$ cat config.mk
export PLATFORM = sky130hd
export DESIGN_NAME = decode_queue
export DESIGN_NICKNAME = d
export VERILOG_FILES = /design/src/rtl/decode_queue.sv
export SDC_FILE = /design/constraint.sdc
export NUM_CORES = 1
export LEC_CHECK = 0
export CAP_MARGIN = 20
export CORE_MARGIN = 4
export CORE_UTILIZATION = 49
export DETAILED_ROUTE_END_ITERATION = 8
export GPL_ROUTABILITY_DRIVEN = 0
export GPL_TIMING_DRIVEN = 0
export PLACE_DENSITY = 0.73
export SYNTH_ARGS = -nofsm -noshare
export SYNTH_HDL_FRONTEND = slang
export SYNTH_SLANG_ARGS = --single-unit
$ cat constraint.sdc
create_clock -name clk -period 2.45 [get_ports clk]
set_clock_uncertainty 0.1 [all_clocks]
set_input_delay 0.49 -clock clk [delete_from_list [all_inputs] [get_ports clk]]
set_output_delay 0.49 -clock clk [all_outputs]
set_load 0.05 [all_outputs]
$ cat src/rtl/decode_queue.sv
// decode_queue
//   Small FIFO of decoded instructions. Each fetched 16-bit instruction is
//   decoded as it is written, and the entry holds only the decoded fields.
//   The head entry drives the out_* fields. They read as zero whenever the
//   queue is empty.
//
// Optional feature macro: DECODE_ILLEGAL_DETECT_EN
//   When defined, each entry also carries an illegal-encoding flag, which is
//   presented on out_illegal.
//
// Ports
//   clk, rst_n            clock, asynchronous active-low reset
//   flush                 discard every queued entry at the next edge
//   in_valid/in_ready     push handshake; in_ready is high while count < DEPTH
//   in_instr[15:0]        fetched instruction
//   out_valid/out_ready   pop handshake; out_valid is high while count > 0
//   out_opcode, out_op, out_alu_op, out_shift, out_cond   decoded head fields
//   out_rd, out_rn, out_rm                                register indices
//   out_sximm5, out_sximm8                                sign-extended immediates
//   out_illegal           illegal-encoding flag (feature macro only)
//   count                 number of occupied entries
module decode_queue #(
  parameter int DEPTH      = 4,
  parameter int DATA_W     = 16,
  parameter int N_REGISTER = 8,
  localparam int REG_W     = $clog2(N_REGISTER),
  localparam int CNT_W     = $clog2(DEPTH + 1)
) (
  input  logic              clk,
  input  logic              rst_n,
  input  logic              flush,
  input  logic              in_valid,
  output logic              in_ready,
  input  logic [15:0]       in_instr,
  output logic              out_valid,
  input  logic              out_ready,
  output logic [2:0]        out_opcode,
  output logic [1:0]        out_op,
  output logic [1:0]        out_alu_op,
  output logic [1:0]        out_shift,
  output logic [2:0]        out_cond,
  output logic [REG_W-1:0]  out_rd,
  output logic [REG_W-1:0]  out_rn,
  output logic [REG_W-1:0]  out_rm,
  output logic [DATA_W-1:0] out_sximm5,
  output logic [DATA_W-1:0] out_sximm8,
`ifdef DECODE_ILLEGAL_DETECT_EN
  output logic              out_illegal,
`endif
  output logic [CNT_W-1:0]  count
);

  localparam int PTR_W = $clog2(DEPTH);

  typedef struct packed {
    logic [2:0]        opcode;
    logic [1:0]        op;
    logic [1:0]        shift;
    logic [2:0]        cond;
    logic [REG_W-1:0]  rd;
    logic [REG_W-1:0]  rn;
    logic [REG_W-1:0]  rm;
    logic [DATA_W-1:0] sximm5;
    logic [DATA_W-1:0] sximm8;
`ifdef DECODE_ILLEGAL_DETECT_EN
    logic              illegal;
`endif
  } entry_t;

  // A 3-bit register field is truncated when REG_W < 3 and zero-extended
  // when REG_W > 3.
  function automatic logic [REG_W-1:0] reg_field(input logic [2:0] f);
    return REG_W'(f);
  endfunction

  function automatic entry_t decode(input logic [15:0] instr);
    entry_t     e;
    logic [4:0] key;
    e   = '0;
    key = instr[15:11];
    e.opcode = instr[15:13];
    e.op     = instr[12:11];
    e.cond   = instr[10:8];
    e.rn     = reg_field(instr[10:8]);
    e.rm     = reg_field(instr[2:0]);
    // These two encodings take their destination from the rn slot.
    if (key == 5'b11010 || key == 5'b01011) begin
      e.rd = reg_field(instr[10:8]);
    end else begin
      e.rd = reg_field(instr[7:5]);
    end
    if (instr[15:13] == 3'b100) begin
      e.shift = 2'b00;
    end else begin
      e.shift = instr[4:3];
    end
    e.sximm5 = {{(DATA_W-5){instr[4]}}, instr[4:0]};
    e.sximm8 = {{(DATA_W-8){instr[7]}}, instr[7:0]};
`ifdef DECODE_ILLEGAL_DETECT_EN
    case (key)
      5'b11010, 5'b11000, 5'b10100, 5'b10101, 5'b10110, 5'b10111, 5'b01100,
      5'b10000, 5'b00100, 5'b01011, 5'b01000, 5'b01010, 5'b11100:
        e.illegal = 1'b0;
      default:
        e.illegal = 1'b1;
    endcase
`endif
    return e;
  endfunction

  entry_t             mem_r [DEPTH];
  logic [PTR_W-1:0]   wr_ptr_r;
  logic [PTR_W-1:0]   rd_ptr_r;
  logic [CNT_W-1:0]   count_r;
  logic               push_s;
  logic               pop_s;
  entry_t             head_s;

  assign in_ready  = (count_r < CNT_W'(DEPTH));
  assign out_valid = (count_r != '0);
  assign push_s    = in_valid && in_ready;
  assign pop_s     = out_valid && out_ready;
  assign count     = count_r;

  // Pointer and occupancy state. Flush overrides any push or pop in the same cycle.
  always_ff @(posedge clk or negedge rst_n) begin
    if (!rst_n) begin
      wr_ptr_r <= '0;
      rd_ptr_r <= '0;
      count_r  <= '0;
    end else if (flush) begin
      wr_ptr_r <= '0;
      rd_ptr_r <= '0;
      count_r  <= '0;
    end else begin
      if (push_s) begin
        wr_ptr_r <= wr_ptr_r + PTR_W'(1);
      end
      if (pop_s) begin
        rd_ptr_r <= rd_ptr_r + PTR_W'(1);
      end
      case ({push_s, pop_s})
        2'b10:   count_r <= count_r + CNT_W'(1);
        2'b01:   count_r <= count_r - CNT_W'(1);
        default: count_r <= count_r;
      endcase
    end
  end

  // Entry storage. It is never reset, because the outputs are masked by out_valid.
  always_ff @(posedge clk) begin
    if (push_s && !flush) begin
      mem_r[wr_ptr_r] <= decode(in_instr);
    end
  end

  // Head selection. While the queue is empty, every field reads as zero.
  always_comb begin
    head_s = '0;
    if (out_valid) begin
      head_s = mem_r[rd_ptr_r];
    end else begin
      head_s = '0;
    end
  end

  assign out_opcode = head_s.opcode;
  assign out_op     = head_s.op;
  assign out_alu_op = head_s.op;
  assign out_shift  = head_s.shift;
  assign out_cond   = head_s.cond;
  assign out_rd     = head_s.rd;
  assign out_rn     = head_s.rn;
  assign out_rm     = head_s.rm;
  assign out_sximm5 = head_s.sximm5;
  assign out_sximm8 = head_s.sximm8;
`ifdef DECODE_ILLEGAL_DETECT_EN
  assign out_illegal = head_s.illegal;
`endif

endmodule

=== Word level (Yosys, flattened, before mapping) ===
Memory sizes are Yosys's and may differ from the RTL's.
Cells that the tools add are included.

* Add/subtract/negate cells: 4
* Shifts and indexed selects: 0
* Mux-type cells: 13
* Reductions and logical operators: 9
* Div/mod/pow operators: 0
* Magnitude comparators: 1
* $mul: 0
* Bitwise gates (word level): 0
* Eq/ne operators: 5

{| class="wikitable"
|+ Operators with widths
! cell !! count
|-
| 51-bit two-way mux || 1
|-
| 2-bit two-way mux || 6
|-
| 3-bit two-way mux || 3
|-
| 3-bit case mux with 2 select lines || 1
|-
| 3-bit nonzero test || 2
|-
| 5-bit by 4-bit == test with 1-bit output (second input constant) || 1
|-
| 5-bit == test (second input constant) || 1
|-
| 2-bit by 1-bit adder with 2-bit output (second input constant) || 2
|-
| 2-bit nonzero test || 2
|-
| 3-bit by 1-bit adder with 3-bit output (second input constant) || 1
|-
| 3-bit == test (second input constant) || 1
|-
| 1-bit logical AND || 3
|-
| 3-bit less-than comparator (second input constant) || 1
|-
| 3-bit by 1-bit subtractor with 3-bit output (second input constant) || 1
|-
| 2-bit by 1-bit == test with 1-bit output (second input constant) || 1
|-
| 2-bit == test (second input constant) || 1
|-
| 1-bit two-way mux || 2
|-
| 1-bit zero test || 1
|-
| 1-bit logical OR || 1
|}

* Bits of input ports: 21
* Output and inout port bits: 58
* Flip-flop bits (word level): 7
* Memories kept: 1
* Memory bits (read-only): 0
* Bits in writable memories: 204
* Latch bits: 0

{| class="wikitable"
|+ Memories
! name !! depth !! width !! rd ports !! clocked after memory_dff !! write ports !! RTL line !! source
|-
| mem_r || 4 || 51 || 1 || 0 || 1 || 111 || <nowiki>entry_t mem_r [DEPTH];</nowiki>
|}

=== Longest topological paths before layout ===
Gate-level depths: netlist of run 1.

* Word-level depth: 5
* Gate-level depth with buffers: 9
* Mapped depth without buffers: 8

=== Worst setup path after synthesis of run 1 ===
Ideal clock, no wire load.

* Path type: flip-flop to output port
* From: reg count_r[0], in the netlist count[0]
* To: out out_sximm5[2]
* Data arrival time: 2478 ps
* Path slack: -618 ps
* Stages on the path, launching flop included: 6
* Cells stage by stage: dfrtp_1 > buf_2 > or3_4 > clkbuf_1 > and2_1 > buf_4

* Cells in the longest elaborated chain, start to end: 2

{| class="wikitable"
|+ Ends and longest elaborated chain
! element !! RTL line !! source
|-
| start: declaration || 114 || <nowiki>logic [CNT_W-1:0] count_r;</nowiki>
|-
| start signal: assignment || 143 || <nowiki>2'b10: count_r <= count_r + CNT_W'(1);</nowiki>
|-
| start signal: assignment || 144 || <nowiki>2'b01: count_r <= count_r - CNT_W'(1);</nowiki>
|-
| start signal: assignment || 145 || <nowiki>default: count_r <= count_r;</nowiki>
|-
| 3-bit nonzero test || 120 || <nowiki>assign out_valid = (count_r != '0);</nowiki>
|-
| via out_valid || 35 || <nowiki>output logic out_valid,</nowiki>
|-
| 51-bit two-way mux || 160 || <nowiki>if (out_valid) begin</nowiki>
|-
| end: declaration || 45 || <nowiki>output logic [DATA_W-1:0] out_sximm5,</nowiki>
|}

The timed path passes the listed nets, and every way through them passes these cells.

=== Worst setup path in the final report of run 1 ===
* From: reg rd_ptr_r[0]
* To: out out_op[1]

* Cells in the longest elaborated chain, start to end: 2

{| class="wikitable"
|+ Ends and longest elaborated chain
! element !! RTL line !! source
|-
| start: declaration || 113 || <nowiki>logic [PTR_W-1:0] rd_ptr_r;</nowiki>
|-
| start signal: assignment || 140 || <nowiki>rd_ptr_r <= rd_ptr_r + PTR_W'(1);</nowiki>
|-
| memory 4 x 51 bit || - ||
|-
| 51-bit two-way mux || 160 ||
|-
| end: declaration || 38 || <nowiki>output logic [1:0] out_op,</nowiki>
|}

Every way passes these cells.

==> results of run 1 <==
## report_power, final
part	total (mW)	switching, mW	leakage, nW	internal (mW)
clock	0.909	0.531	0.0795	0.378
sequential	1.78	0.0262	0.852	1.76
combinational	2.42	1.26	1.23	1.16
## worst min-delay path by stage
stage / end / from / slack, ps / cells past startpoint
6_report: rd_ptr_r[0] / rst_n / 300 / 1
5_1_grt: rd_ptr_r[0] / rst_n / 300 / 1
4_1_cts: rd_ptr_r[0] / rst_n / 300 / 1
3_5_place_dp: wr_ptr_r[0] / wr_ptr_r[0] / 470 / 2
3_3_place_gp: wr_ptr_r[0] / wr_ptr_r[0] / 450 / 2
2_1_floorplan: count[0] / rst_n / 90 / 0
## layout make-up
class                      instances  area (um^2)  area share (%)
sequential                        91         2700            46.8
clock inverter                     6         48.8           0.845
inverter                           3         11.3           0.195
timing repair buffer              99         1250            21.7
tap                              102          128            2.21
multi-input combinational        101         1070            18.5
buffer                            41          439            7.61
clock buffer                      10          128            2.21
## cell usage after synthesis (all sizes together)
library cell,instances
a221oi,1
nand2b,1
nand2,9
a21o,1
mux4,21
a21oi,5
xnor2,2
edfxtp,84
nor4,1
mux2i,1
fa,1
mux2,3
o21ai,5
or2b,1
nor3,1
xor2,3
ha,4
nor3b,1
nand3,3
dfrtp,7
and2,25
buf,39
inv,3
nor2,6
nor2b,3
or3,1
clkbuf,3
## placed cells by master, fill, tap and decap left out, types with 2 or more instances in the layout
| cell type | instances |
|---|---|
| clkinvlp_4 | 3 |
| clkdlybuf4s50_1 | 23 |
| dfrtp_2 | 3 |
| inv_6 | 2 |
| buf_2 | 3 |
| nor2b_1 | 2 |
| clkbuf_8 | 10 |
| clkbuf_1 | 2 |
| nand2_1 | 9 |
| and2_2 | 4 |
| buf_16 | 2 |
| buf_12 | 5 |
| buf_4 | 20 |
| nand3_1 | 3 |
| a21oi_1 | 5 |
| edfxtp_1 | 84 |
| mux2_2 | 3 |
| nor2_1 | 6 |
| buf_8 | 40 |
| buf_6 | 43 |
| and2_4 | 23 |
| xnor2_1 | 2 |
| xor2_1 | 3 |
| dfrtp_1 | 4 |
| o21ai_0 | 5 |
| mux4_2 | 21 |
| ha_1 | 4 |
| inv_1 | 3 |
## layer usage
layer / vias up / track usage [%] / wire length (um)
met3: 10 / 2.90 / 338
met2: 56 / 27.2 / 4100
met5: - / 0 / 0
met1: 1187 / 22.5 / 3490
met4: 0 / 5.99 / 97
li1: 1076 / - / -
## state kept, by name, summed over array words and instances, names as in the netlist
name / flops
count: 3
mem_r: 84
rd_ptr_r: 2
wr_ptr_r: 2
## kinds of logic (layout without fill, tap and decap cells)
group                    Yosys count  count (layout)
AO/OA/AOI/OAI                     12              12
flip-flops                        91              91
XOR/XNOR                           5               5
buffers and inverters             45             159
adder cells (fa/ha/maj)            5               5
AND/OR/NAND/NOR                   52              54
multiplexers                      25              25
## critical path, stage by stage (launching register included)
cell and delay, ps:
dfrtp_1 390, buf_6 130, buf_12 120, buf_16 120
buf_12 120, mux4_2 410, and2_4 160, buf_6 110
buf_8 140
## metrics by stage
stage,instances,TNS (ps),hold slack (ps)
final,453,-5600,298
after CTS,443,-6910,295
after detailed placement,415,-67420,466
after floorplan,235,0,94.4
after global placement,414,-72380,452
after global routing,453,-9890,303
## what timing repair did
item | CTS | global route
endpoints found under the setup margin | 117 | 69
gates resized for setup | 420 | 59
pin swaps | 12 | 17
cloned | 4 | 0
setup buffers | 8 | 12
==> impl_metrics.toml, run 1 <==
[run_status]
status = "complete, but fails checks"
violations = "negative setup slack"

[pwr]
power.density_mw_per_mm2 = 885
peakVddDrop_v = 0.000445
leakage_nw = 2.16
p_total_mw = 5.11

[setup_path]
r2r_slack_ps = 130
crit_type = "flip-flop to output pin"
startpoint = "rd_ptr_r[0]"
r2r_end = "count[2]"
crit_arrival_ps = 2040
critical_path.endpoint = "out_op[1]"
r2r_start = "count[2]"
crit_required_ps = 1860
ff2ff_path_depth = 9
critPathMaxFanout = 4
endpoint_kind = "output pin"
critPathLaunchType = "flip-flop"

[floorplanning]
fp.dieW_um = 98.7
dieArea_mm2 = 0.00974
row_count = 32
coreArea_mm2 = 0.00785
start_util_pct = 51.4
die_h_um = 98.7
io-pin-count = 79

[cells_and_area]
drive_gt1_share_pct = 53.6
antenna_cells = 0
fin_area_mm2 = 0.00577
area_growth_pct = 43.2
nNetsFinal = 372
fillers = 505
fin_util_pct = 73.6

[worst_hold_path]
hold_path.class = "primary input to asynchronous set/reset pin"

[sta]
layout_setup_ws_ps = -181
worst_pin_slew_ps = 714
max_freq_mhz = 380
period_share_pct = 107
hold_violations = 0
drv_slew = 0
setup_violations = 45
max_slew_margin_pct = 52.1
period_needed_ps = 2630
rsz0062_at_grt = "yes"

[yosys]
synth_fa_ha_area_share_pct = 1.74
netlist_area_mm2 = 0.00403
ys_ff_latch = 91
synth_top_area_share_pct = 62.6
yosysWarnings = 0
synth_top_family_by_area = "multiplexers"
avgSynthCellArea_um2 = 17.1
synth_nets = 261
yosysSeqAreaShare_pct = 66.9
synth_area_leaders = "edfxtp_1 63%, mux4_2 10%, buf_4 6.0%"
synth_top_area_cell = "edfxtp_1"
synthSimpleGateAreaFrac_pct = 7.20
synth_compound_area_share_pct = 1.65
yosysUniqueCellTypes = 31
synthCells = 235
synth.area.mux_share_pct = 13.1
synthXorXnorAreaFrac_pct = 1.09

[drt]
drtAntennaViolNets = 0
drt_iter0_drc = 100
vias_per_cell = 5.14
firstDrtPassIters = 4
drc = 0
post_drt_wl_per_cell_um = 17.7
finalWirelength_um = 8030
via_count = 2329

[flow_run]
drv_cap = 0

[global_routing]
grt_remaining_overflow = 0
first_global_vias = 2365
grt_pass1_wl_um = 12400
antenna_found_initial = 0
grt_max_degree = 22
grt_usage_pct = 16.6

[cts]
clock_latency_ps = 360
postCtsHoldBufs = 0
cts_num_sinks = 91
root_buffer = "clkbuf_8"
numCtsBuffers = 9
cts_buffer_depth = 2
clkSlewWorstSetupHoldPaths_ps = 100
cts_tree = "yes"
cts.htree.levels = 3

[place]
dp_hpwl_um = 4960
numPortBuffers = 77
place_area_mm2 = 0.00498
place_ws_ps = -637
Power figures use the tool's default switching activity.
==> run 2: changes to the inputs <==
--- a/config.mk
+++ b/config.mk
@@ -6,7 +6,7 @@
 export NUM_CORES = 1
 export LEC_CHECK = 0
 export CAP_MARGIN = 20
-export CORE_MARGIN = 4
+export CORE_MARGIN = 2
 export CORE_UTILIZATION = 49
 export DETAILED_ROUTE_END_ITERATION = 8
 export GPL_ROUTABILITY_DRIVEN = 0
==> run 2 against run 1 <==
  * The flow still finishes with violations (negative setup slack)
  * Die area is 7.9% lower
  * Register-to-register slack better by 130 ps
  * Combinational power is 5% lower
  * Count of clock-buffer cells in the layout is 1 lower
  * Fmax is 2.5% higher
  * Critical endpoint is now out_sximm5[0]
  * Largest cell class unchanged
==> impl_metrics.toml, run 2 (synthesized netlist as in run 1, its figures left out) <==
[floorplanning]
start_util_pct = 49.8
row_count = 33
coreArea_mm2 = 0.00809
die_h_um = 94.7
io-pin-count = 79
fp.dieW_um = 94.7
dieArea_mm2 = 0.00897

[drt]
drc = 0
via_count = 2280
drtAntennaViolNets = 0
firstDrtPassIters = 4
drt_iter0_drc = 72
post_drt_wl_per_cell_um = 17.1
finalWirelength_um = 7640
vias_per_cell = 5.09

[pwr]
internal_power_mw = 3.31
power.density_mw_per_mm2 = 898
power.switching_mw = 1.77
swShare_pct = 34.9
leakage_nw = 2.12
p_seq_share_pct = 35.0
peakVddDrop_v = 0.000349
p_total_mw = 5.08
clock_power_share_pct = 19.8
pwr-share-comb_pct = 45.2

[flow_run]
drv_cap = 0

[run_status]
violations = "negative setup slack"
status = "complete, but fails checks"

[setup_path]
crit_required_ps = 1860
crit_slowest_cell = "mux4_2"
crit_path_cell_trace = "buf_6 -> buf_12 -> buf_12 -> mux4_2 -> and2_4 -> buf_6 -> buf_8"
startpoint = "rd_ptr_r[0]"
critPathLaunchType = "flip-flop"
endpoint_kind = "output pin"
crit_path_max_incr_delay_ps = 480
crit_arrival_ps = 1980
r2r_start = "count[0]"
crit_type = "flip-flop to output pin"
critPathMaxFanout = 7

[global_routing]
grt_util_met2_pct = 30.3
grt_max_degree = 22
grt_remaining_overflow = 0
grt_usage_pct = 18.3
antenna_found_initial = 0
gr-usage-met1_pct = 24.2
busiest_layer = "met2"
first_global_vias = 2213
met3_usage_pct = 3.11
grt_pass1_wl_um = 11700

[place]
dp_cells = 418
numPortBuffers = 77
dp_hpwl_um = 4720

[sta]
layout_setup_ws_ps = -117
drv_slew = 0
hold_violations = 0
worst_pin_slew_ps = 795
rsz0062_at_grt = "yes"
setup_violations = 39
max_slew_margin_pct = 46.6
max_freq_mhz = 390
period_share_pct = 105
period_needed_ps = 2570
fin_setup_tns_ps = -3040

[cells_and_area]
largest_reg_flops = 84
fin_util_pct = 69.9
drive_gt1_share_pct = 52.2
area_growth_pct = 40.5
nNetsFinal = 364
final_cell_mix = "84 x edfxtp_1, 48 x buf_6, 28 x buf_8"
mostFrequentLayoutCell = "edfxtp_1"
multi_input_area_mm2 = 0.00106
layoutNonFillerInstCount = 448
regMostFlops = "mem_r"
seq_area_mm2 = 0.00270
antenna_cells = 0
fillers = 538

[cts]
cts_num_sinks = 91
root_buffer = "clkbuf_8"
postCtsHoldBufs = 0
cts_tree = "yes"
numCtsBuffers = 9
cts_buffer_depth = 2
clkSlewWorstSetupHoldPaths_ps = 100
clock_latency_ps = 350
cts.htree.levels = 3

[worst_hold_path]
hold_path.class = "primary input to asynchronous set/reset pin"
run 2: final timing paths:
kind | cells after the start | slack, ps | to
setup / recovery | 7 | -120 | out_sximm5[0]
hold / removal | 1 | 300 | count[1]
hold reg to reg | 2 | 480 | wr_ptr_r[0]
setup reg to reg | 8 | 260 | count[2]
min in group clk | 2 | 400 | rd_ptr_r[0]
max in group asynchronous | 1 | 1650 | count[0]
run 2: per-stage QoR:
stage,area [um^2],hold WS [ps],worst slack [ps]
floorplan,4060,94.4,19.3
global placement,4960,454,-602
detailed placement,4990,471,-628
CTS,5640,308,-148
global route,5660,324,-211
finish,5660,301,-117
run 2: worst max-delay path, delay by kind of cell, from the launching register on:
| kind | cells | cell delay, ps |
|---|---|---|
| buffers and inverters | 5 | 630 |
| flip-flops | 1 | 350 |
| multiplexers | 1 | 480 |
| AND/OR/NAND/NOR | 1 | 170 |
run 2: power groups by stage:
stage | combinational, mW | sequential, mW | clock [mW]
6_report | 2.30 | 1.78 | 1.01
5_1_grt | 2.40 | 1.78 | 1.09
4_1_cts | 2.29 | 1.78 | 1.03
3_5_place_dp | 1.85 | 1.82 | 0
3_3_place_gp | 1.83 | 1.82 | 0
2_1_floorplan | 1.29 | 1.84 | 0
run 2: final cells by class:
type	count	area share, %
Buffer	40	7.03
Clock buffer	9	2.19
Clock inverter	7	1.35
Inverter	3	0.199
Multi-Input combinational cell	100	18.8
Sequential cell	91	47.7
Tap cell	105	2.32
Timing Repair Buffer	93	20.4
run 2: repair_timing:
action                     4_1_cts  5_1_grt
setup buffers                   12        3
gates resized for setup        438       17
pin swaps                       11        3
cloned                           3        0
setup endpoints to repair      117       67
run 2: layer usage:
layer  vias up  wire length [um]  share of wire (%)
met2        65              3910                 51
met3         7               321                4.2
li1       1054                 -                  -
met5         -                 0                  0
met4         0                99                1.3
met1      1154              3320                 43
